`config.mk`:
```
export PLATFORM = sky130hd
export DESIGN_NAME = booth_divider_flat
export DESIGN_NICKNAME = d
export VERILOG_FILES = /design/src/rtl/booth_divider_if.sv /design/src/rtl/booth_divider.sv /design/src/flat_wrapper.sv
export SDC_FILE = /design/constraint.sdc
export NUM_CORES = 1
export LEC_CHECK = 0
export BUFFER_PORTS_ARGS = -buffer_cell sky130_fd_sc_hd__buf_2
export CAP_MARGIN = 10
export CELL_PAD_IN_SITES_DETAIL_PLACEMENT = 1
export CELL_PAD_IN_SITES_GLOBAL_PLACEMENT = 1
export CORE_ASPECT_RATIO = 2
export CORE_UTILIZATION = 35
export DETAILED_ROUTE_END_ITERATION = 8
export PLACE_DENSITY_LB_ADDON = 0.1
export SYNTH_ARGS = -nofsm -noshare
export SYNTH_HDL_FRONTEND = slang
export SYNTH_SLANG_ARGS = --single-unit
```
`constraint.sdc`:
```
create_clock -name clock -period 1.9 [get_ports clock]
set_input_delay 0 -clock clock [delete_from_list [all_inputs] [get_ports clock]]
set_output_delay 0 -clock clock [all_outputs]
set_load 0.01 [all_outputs]
```
`src/rtl/booth_divider_if.sv`:
```
// booth_divider_if: request/response bundle for the booth_divider block.
// Handshake: the requester holds N and D with start=1 across a rising edge
// while busy=0; that edge launches the division. The block answers with a
// single-cycle ready pulse in the cycle Q, R and div_zero are updated. No
// back-pressure exists; start seen while busy=1 is dropped, not queued.
interface booth_divider_if;
   logic              start;
   logic signed [7:0] N;
   logic signed [3:0] D;
   logic signed [7:0] Q;
   logic signed [3:0] R;
   logic              ready;
   logic              busy;
   logic              div_zero;

   modport master (output start, N, D, input Q, R, ready, busy, div_zero);
   modport slave  (input start, N, D, output Q, R, ready, busy, div_zero);
endinterface

```
`src/rtl/booth_divider.sv`:
```
// booth_divider: signed 8-bit / 4-bit restoring divider, one quotient bit
// per cycle, MSB first, on magnitudes with a final sign correction.
// Quotient truncates toward zero; the remainder takes the dividend's sign.
// Optional macro DIV_ZERO_DETECT_EN: D=0 finishes immediately with
// Q=0, R=0 and div_zero=1. Without it D=0 runs the normal 8 steps.
module booth_divider (
   input  logic             clock,
   input  logic             reset,
   booth_divider_if.slave   bus,
   output logic [1:0]       dbg_state
);

   typedef enum logic [1:0] {
      IDLE = 2'd0,
      RUN  = 2'd1,
      DONE = 2'd2
   } state_t;

   state_t     state;
   logic [7:0] nmag;      // dividend magnitude, shifted out MSB first
   logic [3:0] dmag;      // divisor magnitude (8 fits for D=-8)
   logic       sn;
   logic       sd;
   logic [3:0] rem;
   logic [7:0] qmag;
   logic [3:0] count;
   logic [7:0] q_r;
   logic [3:0] r_r;
   logic       ready_r;
   logic [4:0] partial;
   logic       ge;
   logic [3:0] rem_next;

`ifdef DIV_ZERO_DETECT_EN
   logic       dz_r;
   logic       dz_pend;
   assign bus.div_zero = dz_r;
`else
   assign bus.div_zero = 1'b0;
`endif

   assign bus.Q     = q_r;
   assign bus.R     = r_r;
   assign bus.ready = ready_r;
   assign bus.busy  = (state != IDLE);
   assign dbg_state = state;

   // One restoring step: shift in the next dividend bit, subtract if it fits.
   // With dmag=0 this keeps subtracting nothing, so rem becomes |N|[3:0].
   always_comb begin
      partial  = {rem, nmag[7]};
      ge       = (partial >= {1'b0, dmag});
      rem_next = ge ? 4'(partial - {1'b0, dmag}) : partial[3:0];
   end

   // Control FSM plus datapath registers and registered outputs.
   always_ff @(posedge clock) begin
      if (!reset) begin
         state   <= IDLE;
         nmag    <= 8'd0;
         dmag    <= 4'd0;
         sn      <= 1'b0;
         sd      <= 1'b0;
         rem     <= 4'd0;
         qmag    <= 8'd0;
         count   <= 4'd0;
         q_r     <= 8'd0;
         r_r     <= 4'd0;
         ready_r <= 1'b0;
`ifdef DIV_ZERO_DETECT_EN
         dz_r    <= 1'b0;
         dz_pend <= 1'b0;
`endif
      end else begin
         case (state)
            IDLE: begin
               ready_r <= 1'b0;
               if (bus.start) begin
                  sn    <= bus.N[7];
                  sd    <= bus.D[3];
                  nmag  <= bus.N[7] ? 8'(-bus.N) : bus.N;
                  dmag  <= bus.D[3] ? 4'(-bus.D) : bus.D;
                  rem   <= 4'd0;
                  qmag  <= 8'd0;
                  count <= 4'd8;
`ifdef DIV_ZERO_DETECT_EN
                  if (bus.D == 4'sd0) begin
                     dz_pend <= 1'b1;
                     state   <= DONE;
                  end else begin
                     dz_pend <= 1'b0;
                     state   <= RUN;
                  end
`else
                  state <= RUN;
`endif
               end
            end
            RUN: begin
               rem   <= rem_next;
               qmag  <= {qmag[6:0], ge};
               nmag  <= {nmag[6:0], 1'b0};
               count <= count - 4'd1;
               if (count == 4'd1) state <= DONE;
            end
            DONE: begin
               ready_r <= 1'b1;
               state   <= IDLE;
`ifdef DIV_ZERO_DETECT_EN
               if (dz_pend) begin
                  q_r  <= 8'd0;
                  r_r  <= 4'd0;
                  dz_r <= 1'b1;
               end else begin
                  q_r  <= (sn ^ sd) ? 8'(-qmag) : qmag;
                  r_r  <= sn ? 4'(-rem) : rem;
                  dz_r <= 1'b0;
               end
`else
               q_r <= (sn ^ sd) ? 8'(-qmag) : qmag;
               r_r <= sn ? 4'(-rem) : rem;
`endif
            end
            default: state <= IDLE;
         endcase
      end
   end

endmodule

```
`src/flat_wrapper.sv`:
```
// flat-port wrapper written by rule: the top's interface ports become plain ports
module booth_divider_flat 
  (clock, reset, dbg_state, bus_start, bus_N, bus_D, bus_Q, bus_R, bus_ready, bus_busy, bus_div_zero);
  booth_divider_if bus_i ();
  input  logic clock;
  input  logic reset;
  output logic [1:0] dbg_state;
  input wire logic [$bits(bus_i.start)-1:0] bus_start;
  input wire logic [$bits(bus_i.N)-1:0] bus_N;
  input wire logic [$bits(bus_i.D)-1:0] bus_D;
  output wire logic [$bits(bus_i.Q)-1:0] bus_Q;
  output wire logic [$bits(bus_i.R)-1:0] bus_R;
  output wire logic [$bits(bus_i.ready)-1:0] bus_ready;
  output wire logic [$bits(bus_i.busy)-1:0] bus_busy;
  output wire logic [$bits(bus_i.div_zero)-1:0] bus_div_zero;
  assign bus_i.start = bus_start;
  assign bus_i.N = bus_N;
  assign bus_i.D = bus_D;
  assign bus_Q = bus_i.Q;
  assign bus_R = bus_i.R;
  assign bus_ready = bus_i.ready;
  assign bus_busy = bus_i.busy;
  assign bus_div_zero = bus_i.div_zero;
  booth_divider u_core (.clock(clock), .reset(reset), .bus(bus_i), .dbg_state(dbg_state));
endmodule
```
==> results of run 1 <==
## logic make-up after synthesis
family,Yosys count
compound gates,70
xor+xnor,15
fa+ha+maj,11
buf+inv,32
flops,45
mux,6
other cells,1
simple gates,80
## worst min-delay path, stage by stage
cell	delay [ns]
buf_2	0.10
nand4_1	0.08
o221ai_1	0.07
## flip-flops by register name (all words and copies together), names as in the netlist, 2 cells and up
signal,cells
u_core.bus.Q,8
u_core.bus.R,4
u_core.count,4
u_core.dbg_state,2
u_core.dmag,4
u_core.nmag,8
u_core.qmag,8
u_core.rem,4
## Yosys cell counts (2+ instances only)
master    number
dfxtp_1       45
nor2_1        28
nand2_1       23
inv_1         18
a21oi_1       16
xnor2_1       12
a211oi_1      11
o21ai_0       11
ha_1          10
clkbuf_1       7
buf_2          6
mux2i_1        6
a22o_1         5
nor2b_1        4
o211ai_1       4
a222oi_1       3
a22oi_1        3
nand3_1        3
nand4_1        3
nor3_1         3
o31ai_1        3
xor2_1         3
a311oi_1       2
a31oi_1        2
a32o_1         2
and2_1         2
nand2b_1       2
nand3b_1       2
o21ai_1        2
or3_1          2
or3b_1         2
## metal layers
metal,part of all wire [%],vias up,wire length (um)
li1,-,987,-
met1,38,954,2020
met2,57,33,3060
met3,2.6,11,140
met4,2.3,0,124
met5,0,-,0
## power groups by stage
stage / registers, mW / clock network, mW / logic [mW]
global route: 1.05 / 1.09 / 0.497
global placement: 1.06 / 0 / 0.430
floorplan: 1.05 / 0 / 0.298
detailed placement: 1.06 / 0 / 0.438
CTS: 1.04 / 1.06 / 0.442
finish: 1.04 / 1.03 / 0.438
## path summary, 6_finish.rpt
path | to | from | cells past startpoint
worst min-delay path | u_core.nmag[6]$_SDFFE_PN0P_ | bus_N[6] | 3
worst min register to register | u_core.dmag[3]$_SDFFE_PN0P_ | u_core.dmag[3]$_SDFFE_PN0P_ | 2
worst max register to register | u_core.rem[2]$_SDFFE_PN0P_ | u_core.dmag[2]$_SDFFE_PN0P_ | 6
worst max-delay path | u_core.rem[2]$_SDFFE_PN0P_ | u_core.dmag[2]$_SDFFE_PN0P_ | 6
## timing repair
action / in CTS / in global routing
resized for setup: 0 / 1
endpoints found under the hold margin: 1 / 0
hold buffers: 1 / 0
setup endpoints to repair: 0 / 3
## cell type report
| class | instances | area (um2) |
|---|---|---|
| Sequential cell | 45 | 901 |
| Timing Repair Buffer | 41 | 235 |
| Clock inverter | 2 | 37.5 |
| Clock buffer | 6 | 139 |
| Tap cell | 84 | 105 |
| Inverter | 18 | 67.6 |
| Multi-Input combinational cell | 183 | 1200 |
| Fill cell | 726 | 3370 |
## metrics by stage
stage / cells / power, mW / area (um2)
floorplan: 260 / 1.35 / 2230
detailed placement: 370 / 1.50 / 2500
finish: 379 / 2.51 / 2690
global placement: 370 / 1.49 / 2500
CTS: 379 / 2.54 / 2690
global route: 379 / 2.63 / 2690
==> flow_summary.rst, run 1 <==
.. list-table::
   :header-rows: 1

   * - Metric
     - Value
   * - Hold slack final
     - -0.000968 ns
   * - Synthesized-area fraction occupied by ao, oa, aoi and oai cells
     - 21.4%
   * - Family with the most delay on the worst path
     - compound AO/OA/AOI/OAI gates
   * - Internal power
     - about 1.8 mW
   * - Level count of the clock H-tree
     - 2
   * - Antenna violations before repair
     - 0
   * - P_sw
     - 0.666 mW
   * - Minimum setup slack after placement
     - around 0.032 ns
   * - Commonest non-fill, non-tap cells in the layout
     - 45 x dfxtp_1, 30 x buf_2, 28 x nor2_1
   * - Placed wire-length estimate
     - approximately 4200 um
   * - Pin count of the biggest net entering global routing
     - 24
   * - # port buffers
     - 30
   * - Std-Cell Rows
     - 40
   * - Cell count after synthesis
     - 260
   * - Setup slack of the most critical reg-to-reg path
     - 0.16 ns
   * - Leading register cell type out of synthesis
     - dfxtp_1
   * - Effective utilization at floorplan
     - 36.9%
   * - # diodes
     - 0
   * - CP max stage delay
     - approximately 0.34 ns
   * - Least setup slack across all paths after layout
     - roughly 0.16 ns
   * - Area leader, netlist
     - dfxtp_1
   * - Number of global-route vias before repair
     - 2041
   * - Kind of critical path
     - reg2reg
   * - Total negative slack
     - 0 ns
   * - Detailed router's first-iteration violation count
     - 30
   * - Violations in the final reports
     - negative hold slack
   * - Mux contribution to synthesized area
     - under 10%
   * - Die width
     - 58.5 um
   * - Setup violation total in the final timing report
     - 0
   * - Post-synthesis sequential element count
     - 45
   * - Share of total power consumed by net switching
     - around a quarter
   * - Cell with the largest stage delay on the worst path
     - dfxtp_1
   * - Post-Route Utilization
     - ~44%
   * - Root buffer cell
     - clkbuf_16
   * - Number of buffers inserted during clock tree synthesis
     - 5
   * - Maximum net fanout on the critical path
     - 4
   * - Die Footprint
     - 6720 um2
   * - Buffering stage count on the worst path with inverters included
     - 1
   * - Wire length of the first global-routing pass
     - between 9000 and 10000 um
   * - Synthesized-area fraction occupied by adder cells
     - 6.50%
   * - Distinct cells, synth
     - 46
   * - Residual antenna-violating net count after detailed routing
     - 0
   * - Floorplan Core Area
     - a little over 6000 um2
   * - Worst-skew pair later-pin latency
     - roughly 0.29 ns
   * - Fin crit share
     - roughly nine tenths
   * - Leak pwr
     - 1.07 nW
   * - Post-synthesis xor/xnor area fraction
     - 5.89%
   * - Worst hold-check path type
     - in2reg
   * - Remaining routing DRC violations
     - 0
   * - Setup repair after global routing missed its margin
     - false
   * - Syn_area_per_cell
     - 8.59 um2
   * - Final estimated routing congestion in global placement
     - between 0.8 and 0.9
   * - Portion of synthesized cell area occupied by the leading cell type
     - 40.4%
   * - Leading cell type in the layout, fill and taps excluded
     - dfxtp_1
   * - TritonCTS clock tree
     - built
   * - Total gr overflow
     - 0
   * - Nature of the critical path startpoint
     - flop
   * - Ranking of synthesized cells by area
     - dfxtp_1 40%, ha_1 5.6%, nor2_1 4.7%, xnor2_1 4.7%, nand2_1 3.9%
   * - Achievable frequency
     - approximately 0.58 GHz
   * - Detailed-route via count
     - 1985
   * - Number of pins exceeding their max-slew limit in the final report
     - 0
   * - Ys async rst share
     - 0%
   * - Setup Fix Bufs, Post-CTS
     - 0
   * - Maximum clock skew at final layout
     - between 0.004 and 0.005 ns
   * - Clock transition at the register clock pins on the worst setup and hold paths after CTS
     - 0.06 ns
   * - List of cells traversed by the critical path
     - inv_1, ha_1, or2_1, a211oi_2, o21ai_0, a32o_1
   * - GRT Overall Usage
     - 17.8%
   * - Worst-Margin Slew
     - 0.664 ns
   * - Syn_nets
     - approximately 290
   * - Relative slew margins
     - between 50% and 60%
   * - Result of the run
     - finished, violations left
   * - GRT met1 Usage
     - 17.0%
   * - Register area share after synthesis
     - about 40%
   * - Clock buffer depth
     - 2
   * - Share of synthesized cell area in and, or, nand and nor gates
     - between 15 and 20%
   * - Largest family of logic cells by synthesized area
     - compound AO/OA/AOI/OAI gates
   * - Data required, critical path
     - 2.08 ns
   * - Endpoint kind of the worst setup timing path
     - flop
   * - Final #Nets
     - 320
   * - Power per unit of standard cell area
     - between 900 and 1000 nW/um2
   * - Combinational Power Share
     - ~18%
   * - Total wirelength of the detailed-routed design
     - 5350 um
   * - Data arrival, critical path
     - ~1.9 ns
   * - Clock sinks
     - 45
   * - Fraction of layout instances using a drive strength above 1
     - 17.6%
   * - Area growth syn-to-layout
     - 20.5%
   * - VDD IR max
     - between 600 and 700 uV
   * - Power share of the sequential group
     - approximately two fifths
   * - GR Layer Usage met3
     - 3.60%
   * - Number of search-and-repair iterations in the first detailed-routing pass
     - 4
   * - Warnings from Yosys
     - 0
   * - Height of the die
     - between 100 and 150 um
   * - GRT busiest layer
     - met2
   * - Mapped cell area
     - about 2200 um2
   * - Fraction of met2 tracks used by global routing
     - a little over a third
   * - Shortest clock period the worst path allows after layout
     - 1.74 ns
   * - Number of top-level pins
     - 32
   * - Final count of hold timing violations
     - 1
   * - Share of total power in the clock network
     - approximately two fifths
   * - Via-per-instance ratio
     - 5.24
   * - Number of enable flip-flop cells after synthesis
     - 0
   * - Routed length per placed instance
     - about 14 um
   * - Total of max-cap violations
     - 0
Note: power is estimated with default switching activity, not from simulation.
==> run 2: changes to the inputs <==
--- a/config.mk
+++ b/config.mk
@@ -10,6 +10,7 @@
 export CELL_PAD_IN_SITES_DETAIL_PLACEMENT = 1
 export CELL_PAD_IN_SITES_GLOBAL_PLACEMENT = 1
 export CORE_ASPECT_RATIO = 2
+export CORE_MARGIN = 3
 export CORE_UTILIZATION = 35
 export DETAILED_ROUTE_END_ITERATION = 8
 export PLACE_DENSITY_LB_ADDON = 0.1
==> flow_summary.rst, run 2 (same netlist as run 1, synthesis figures left out) <==
.. list-table::
   :header-rows: 1

   * - Metric
     - Value
   * - Detailed-route via count
     - 1936 (-2.5%)
   * - VDD IR max
     - 549 uV (-15%)
   * - Pin count of the biggest net entering global routing
     - 24 (unchanged)
   * - Leak pwr
     - 1.07 nW (-0.26%)
   * - Worst-case hold path end point
     - u_core.nmag[6]$_SDFFE_PN0P_
   * - Number of search-and-repair iterations in the first detailed-routing pass
     - 4 (unchanged)
   * - Worst-skew pair later-pin latency
     - 0.29 ns (about the same)
   * - Number of global-route vias before repair
     - 1990 (-2.5%)
   * - Worst hold-check path type
     - in2reg
   * - Commonest non-fill, non-tap cells in the layout
     - 45 x dfxtp_1, 30 x buf_2, 28 x nor2_1
   * - # port buffers
     - 30 (unchanged)
   * - Total negative slack
     - 0 ns (unchanged)
   * - Reg2reg end
     - u_core.rem[0]$_SDFFE_PN0P_
   * - Setup violation total in the final timing report
     - 0 (unchanged)
   * - Final estimated routing congestion in global placement
     - 0.790 (-3.8%)
   * - Total of max-cap violations
     - 0 (unchanged)
   * - Area growth syn-to-layout
     - 19.8%
   * - Wire length of the first global-routing pass
     - 9390 um (+2.6%)
   * - Maximum net fanout on the critical path
     - 5 (+1)
   * - Clock sinks
     - 45 (unchanged)
   * - Hold Path Cell Cnt
     - 3 (unchanged)
   * - Startpoint of the worst hold path
     - bus_N[6]
   * - Fraction of layout instances using a drive strength above 1
     - 17.3% (-0.34 points)
   * - Number of gates resized after cts
     - 0 (unchanged)
   * - Violations in the final reports
     - negative hold slack
   * - Total wirelength of the detailed-routed design
     - 5600 um (+4.8%)
   * - Setup repair after global routing missed its margin
     - false
   * - Final #Nets
     - 320 (unchanged)
   * - Clock transition at the register clock pins on the worst setup and hold paths after CTS
     - 0.06 ns (about the same)
   * - Number of top-level pins
     - 32 (unchanged)
   * - Hold slack final
     - -0.00483 ns (-0.00386 ns)
   * - Die width
     - 62.5 um (+6.8%)
   * - TritonCTS clock tree
     - built
   * - Power per unit of standard cell area
     - 924 nW/um2 (-0.83%)
   * - Sequential standard cell area
     - 901 um2 (unchanged)
   * - Floorplan Core Area
     - 6110 um2 (+0.83%)
   * - Reg-to-reg critical path startpoint
     - u_core.rem[1]$_SDFFE_PN0P_
   * - Endpoint kind of the worst setup timing path
     - flop
   * - Total gr overflow
     - 0 (unchanged)
   * - Setup slack of the most critical reg-to-reg path
     - 0.11 ns (-0.05 ns)
   * - Total power
     - 2.47 mW (-1.4%)
   * - Area occupied by multi-input gates
     - 1200 um2 (-0.42%)
   * - Achievable frequency
     - 0.560 GHz (-2.7%)
   * - Effective utilization at floorplan
     - 36.6% (-0.30 points)
   * - Maximum clock skew at final layout
     - 0.00493 ns (+0.000123 ns)
   * - Data required, critical path
     - 2.08 ns (about the same)
   * - Worst-Margin Slew
     - 0.634 ns (-0.0300 ns)
   * - Remaining routing DRC violations
     - 0 (unchanged)
   * - Data arrival, critical path
     - 1.96 ns (+0.04 ns)
   * - Number of buffers inserted during clock tree synthesis
     - 5 (unchanged)
   * - Root buffer cell
     - clkbuf_16
   * - Kind of critical path
     - reg2reg
   * - Height of the die
     - 119 um (+3.5%)
   * - Antenna violations before repair
     - 0 (unchanged)
   * - Number of pins exceeding their max-slew limit in the final report
     - 0 (unchanged)
   * - Die Footprint
     - 7430 um2 (+11%)
   * - GRT Overall Usage
     - 16.1% (-1.8 points)
   * - Relative slew margins
     - 57.4% (+2.0 points)
   * - # diodes
     - 0 (unchanged)
   * - # fillers
     - 758 (+4.4%)
   * - Setup Fix Bufs, Post-CTS
     - 0 (unchanged)
   * - Hold buffer count at CTS
     - 0 (-1)
   * - Leading cell type in the layout, fill and taps excluded
     - dfxtp_1
   * - Clock buffer depth
     - 2 (unchanged)
   * - Routed length per placed instance
     - 14.8 um (+4.8%)
   * - Fin crit share
     - 94.0% (+2.5 points)
   * - Shortest clock period the worst path allows after layout
     - 1.79 ns (+0.0477 ns)
   * - Placed wire-length estimate
     - 4450 um (+6.8%)
   * - Via-per-instance ratio
     - 5.11 (-2.5%)
   * - Detailed router's first-iteration violation count
     - 86 (+190%)
   * - Nature of the critical path startpoint
     - flop
   * - Std-Cell Rows
     - 40 (unchanged)
   * - Residual antenna-violating net count after detailed routing
     - 0 (unchanged)
   * - Worst reg-to-reg path cell count
     - 6 (unchanged)
   * - Result of the run
     - finished, violations left
   * - Final count of hold timing violations
     - 2 (+1)
   * - Level count of the clock H-tree
     - 2 (unchanged)
==> run 2: cell type report <==
class | count | area share, %
clock inverters | 2 | 1.45
well taps | 84 | 3.93
clock buffers | 6 | 4.82
inverters | 18 | 2.53
multi-input cells | 183 | 44.9
flip-flops and latches | 45 | 33.7
repair buffers | 41 | 8.70
==> run 2: worst max path at each step <==
stage / start / end / slack, ns
floorplan: u_core.rem[1]$_SDFFE_PN0P_ / u_core.rem[0]$_SDFFE_PN0P_ / 0.17
global placement: u_core.rem[1]$_SDFFE_PN0P_ / u_core.rem[0]$_SDFFE_PN0P_ / 0.19
detailed placement: u_core.rem[1]$_SDFFE_PN0P_ / u_core.rem[0]$_SDFFE_PN0P_ / 0.15
CTS: u_core.rem[1]$_SDFFE_PN0P_ / u_core.rem[0]$_SDFFE_PN0P_ / 0.12
global route: u_core.dmag[2]$_SDFFE_PN0P_ / u_core.rem[0]$_SDFFE_PN0P_ / 0.02
finish: u_core.rem[1]$_SDFFE_PN0P_ / u_core.rem[0]$_SDFFE_PN0P_ / 0.11
==> run 2: worst max-delay path: stages, from the launching register on <==
cell and delay, ns:
dfxtp_1 0.40, ha_1 0.27, or2_1 0.24, a211oi_1 0.25, buf_4 0.17, o21ai_0 0.09
a32o_1 0.26
==> run 2: power by group <==
| group | internal, mW | switching (mW) | total [mW] |
|---|---|---|---|
| Sequential | 0.992 | 0.0472 | 1.04 |
| Clock | 0.623 | 0.369 | 0.993 |
| Combinational | 0.191 | 0.248 | 0.439 |
| Total | 1.81 | 0.665 | 2.47 |
==> run 2: metrics by stage <==
stage / instance area, um2 / hold WS (ns) / cells / setup WS (ns) / utilization, %
floorplan: 2230 / 0.136 / 260 / 0.172 / -
global placement: 2510 / 0.278 / 371 / 0.185 / 41.0
detailed placement: 2510 / 0.300 / 371 / 0.148 / 41.0
CTS: 2670 / 0.000874 / 379 / 0.120 / 43.8
global route: 2670 / 0.00329 / 379 / 0.0183 / 43.8
finish: 2670 / -0.00483 / 379 / 0.114 / 43.8
==> run 2: layer usage <==
metal / global-route usage [%] / vias up / routed length [um]
met5: 0 / - / 0
met4: 6.64 / 0 / 101
met3: 2.83 / 8 / 158
met2: 32.4 / 28 / 3320
met1: 15.2 / 917 / 2020
li1: - / 983 / -
==> run 3: changes to the inputs <==
--- a/config.mk
+++ b/config.mk
@@ -5,6 +5,7 @@
 export SDC_FILE = /design/constraint.sdc
 export NUM_CORES = 1
 export LEC_CHECK = 0
+export ABC_AREA = 1
 export BUFFER_PORTS_ARGS = -buffer_cell sky130_fd_sc_hd__buf_2
 export CAP_MARGIN = 10
 export CELL_PAD_IN_SITES_DETAIL_PLACEMENT = 1
==> flow_summary.rst, run 3 <==
.. list-table::
   :header-rows: 1

   * - Metric
     - Value
   * - Ranking of synthesized cells by area
     - dfxtp_1 39%, nand2_1 12%, inv_1 7.2%, ha_1 5.4%, o21ai_0 5.2%
   * - GRT Overall Usage
     - 17.9% (+1.8 points)
   * - Commonest non-fill, non-tap cells in the layout
     - 74 x nand2_1, 45 x inv_1, 45 x dfxtp_1
   * - Placement-stage cell area
     - 2570 um2 (+2.5%)
   * - Placed wire-length estimate
     - 4670 um (+4.9%)
   * - Area growth syn-to-layout
     - 19.0%
   * - Post-synthesis sequential element count
     - 45 (unchanged)
   * - Clock transition at the register clock pins on the worst setup and hold paths after CTS
     - 0.06 ns (about the same)
   * - Via-per-instance ratio
     - 4.82 (-5.6%)
   * - Endpoint kind of the worst setup timing path
     - flop
   * - Final count of hold timing violations
     - 0 (-2)
   * - Number of enable flip-flop cells after synthesis
     - 0 (unchanged)
   * - Combinational Power Share
     - 24.0% (+6.2 points)
   * - Maximum net fanout on the critical path
     - 5 (unchanged)
   * - Routed length per placed instance
     - 13.7 um (-6.9%)
   * - Most used standard cells in the synthesized netlist
     - 74 x nand2_1, 45 x dfxtp_1, 45 x inv_1
   * - Fraction of layout instances using a drive strength above 1
     - 15.4% (-1.9 points)
   * - Power per unit of standard cell area
     - 1000 nW/um2 (+8.2%)
   * - Total negative slack
     - 0 ns (unchanged)
   * - Portion of synthesized cell area occupied by the leading cell type
     - 38.6% (-1.7 points)
   * - Number of top-level pins
     - 32 (unchanged)
   * - Floorplan Core Area
     - 6410 um2 (+5.0%)
   * - Clock sinks
     - 45 (unchanged)
   * - TritonCTS clock tree
     - built
   * - Design Area, Final
     - 2780 um2 (+3.8%)
   * - Total wirelength of the detailed-routed design
     - 6100 um (+9.0%)
   * - Data arrival, critical path
     - 1.80 ns (-0.16 ns)
   * - Leading cell type in the layout, fill and taps excluded
     - nand2_1
   * - Least setup slack across all paths after layout
     - 0.286 ns (+0.172 ns)
   * - Wire length of the first global-routing pass
     - 10700 um (+14%)
   * - Achievable frequency
     - 0.620 GHz (+11%)
   * - Number of search-and-repair iterations in the first detailed-routing pass
     - 4 (unchanged)
   * - Final estimated routing congestion in global placement
     - 0.806 (+2.1%)
   * - Die Footprint
     - 7740 um2 (+4.1%)
   * - Setup repair after global routing missed its margin
     - false
   * - # port buffers
     - 30 (unchanged)
   * - Std-Cell Rows
     - 41 (+2.5%)
   * - Root buffer cell
     - clkbuf_16
   * - Nature of the critical path startpoint
     - flop
   * - Fin crit share
     - 84.9% (-9.0 points)
   * - Final #Nets
     - 383 (+20%)
   * - VDD IR max
     - 609 uV (+11%)
   * - Share of total power in the clock network
     - 37.5% (-2.7 points)
   * - Distinct cells, synth
     - 36 (-22%)
   * - Mapped cell area
     - 2330 um2 (+4.5%)
   * - Most used standard cell by instance count after synthesis
     - nand2_1
   * - Hold slack final
     - 0.00851 ns (+0.0133 ns)
   * - Ys async rst share
     - 0% (unchanged)
   * - Leading register cell type out of synthesis
     - dfxtp_1
   * - Remaining routing DRC violations
     - 0 (unchanged)
   * - Die width
     - 63.7 um (+2.0%)
   * - Level count of the clock H-tree
     - 2 (unchanged)
   * - Register area share after synthesis
     - 38.6% (-1.7 points)
   * - Pin count of the biggest net entering global routing
     - 24 (unchanged)
   * - Maximum clock skew at final layout
     - 0.00420 ns (-0.000730 ns)
   * - Kind of critical path
     - reg2reg
   * - Cell count after synthesis
     - 321 (+23%)
   * - Number of pins exceeding their max-slew limit in the final report
     - 0 (unchanged)
   * - Height of the die
     - 121 um (+2.1%)
   * - Syn_area_per_cell
     - 7.27 um2 (-15%)
   * - Power share of the sequential group
     - 38.5% (-3.6 points)
   * - Minimum setup slack after placement
     - 0.279 ns (+0.130 ns)
   * - Area leader, netlist
     - dfxtp_1
   * - Shortest clock period the worst path allows after layout
     - 1.61 ns (-0.172 ns)
   * - Worst hold-check path type
     - in2reg
   * - Syn_nets
     - 347 (+21%)
   * - Number of global-route vias before repair
     - 2317 (+16%)
   * - Antenna violations before repair
     - 0 (unchanged)
   * - Number of buffers inserted during clock tree synthesis
     - 5 (unchanged)
   * - P_sw
     - 0.869 mW (+31%)
   * - Worst-skew pair later-pin latency
     - 0.29 ns (about the same)
   * - Detailed router's first-iteration violation count
     - 73 (-15%)
   * - # diodes
     - 0 (unchanged)
   * - Clock buffer depth
     - 2 (unchanged)
   * - Total of max-cap violations
     - 0 (unchanged)
   * - Effective utilization at floorplan
     - 36.4% (-0.19 points)
   * - Data required, critical path
     - 2.08 ns (about the same)
   * - Leak pwr
     - 1.29 nW (+21%)
   * - Residual antenna-violating net count after detailed routing
     - 0 (unchanged)
   * - Setup violation total in the final timing report
     - 0 (unchanged)
   * - Internal power
     - 1.91 mW (+5.6%)
   * - Total gr overflow
     - 0 (unchanged)
   * - Total power
     - 2.78 mW (+12%)
   * - Share of total power consumed by net switching
     - 31.3% (+4.4 points)
   * - Warnings from Yosys
     - 0 (unchanged)
   * - Result of the run
     - complete, no violations
   * - Detailed-route via count
     - 2140 (+11%)
## run 3: area by class of cell
cell class | count | area [um2]
clock buffer | 6 | 139
clock inverter | 2 | 37.5
fill | 838 | 3640
inverter | 52 | 203
multi-input combinational | 216 | 1180
sequential | 45 | 901
tap | 86 | 108
timing repair buffer | 37 | 210
## run 3: final timing paths
path	start	to	slack, ns	cells past startpoint
worst max-delay path	u_core.dmag[2]$_SDFFE_PN0P_	u_core.rem[2]$_SDFFE_PN0P_	0.29	10
worst min-delay path	bus_N[6]	u_core.nmag[6]$_SDFFE_PN0P_	0.009	3
worst max register to register	u_core.dmag[2]$_SDFFE_PN0P_	u_core.rem[2]$_SDFFE_PN0P_	0.29	10
worst min register to register	u_core.count[3]$_SDFFE_PN0P_	u_core.dbg_state[1]$_SDFFE_PN0P_	0.47	1
## run 3: repair_timing
action,4_1_cts,5_1_grt
resized for setup,0,0
setup endpoints to repair,0,0
endpoints found under the hold margin,2,0
hold buffers,3,0
buffers inserted,0,0
## run 3: critical path, stage by stage (launching register included)
cell and delay, ns:
dfxtp_1 0.33, inv_1 0.04, ha_1 0.31, a21oi_1 0.22, nand2_1 0.09, nand2_1 0.13
nand2_1 0.14, nand2_1 0.09, nand2_1 0.05, nand2_1 0.05, nand2_1 0.05
## run 3: cell families (layout without fill, tap and decap cells)
kind of cell	count (synthesis)	in the layout	share of synthesized area, %
buffers and inverters	60	97	10.8
xor gates and xnor gates	7	7	2.63
other	1	1	0.161
AOI/OAI and AO/OA	64	64	15.9
adders and majority gates	11	11	6.22
DFF	45	45	38.6
and+or+nand+nor	133	133	25.6
## run 3: layer usage
metal  share of wire (%)  wire, um  track usage (%)
met1                  40      2420             17.7
met2                  57      3460             35.2
met3                 2.0       123             3.06
met4                 1.7       106             7.44
met5                   0         0                0
## run 3: power by group through the flow
stage | sequential, mW | clock [mW] | combinational (mW)
after detailed placement | 1.09 | 0 | 0.675
after global placement | 1.09 | 0 | 0.660
after floorplan | 1.09 | 0 | 0.490
after global routing | 1.08 | 1.10 | 0.786
after CTS | 1.07 | 1.07 | 0.684
final | 1.07 | 1.04 | 0.667
## run 3: stage by stage
stage	util, %	cells
2_1_floorplan	-	321
3_3_place_gp	40.1	433
3_5_place_dp	40.1	433
4_1_cts	43.3	444
5_1_grt	43.3	444
6_report	43.3	444
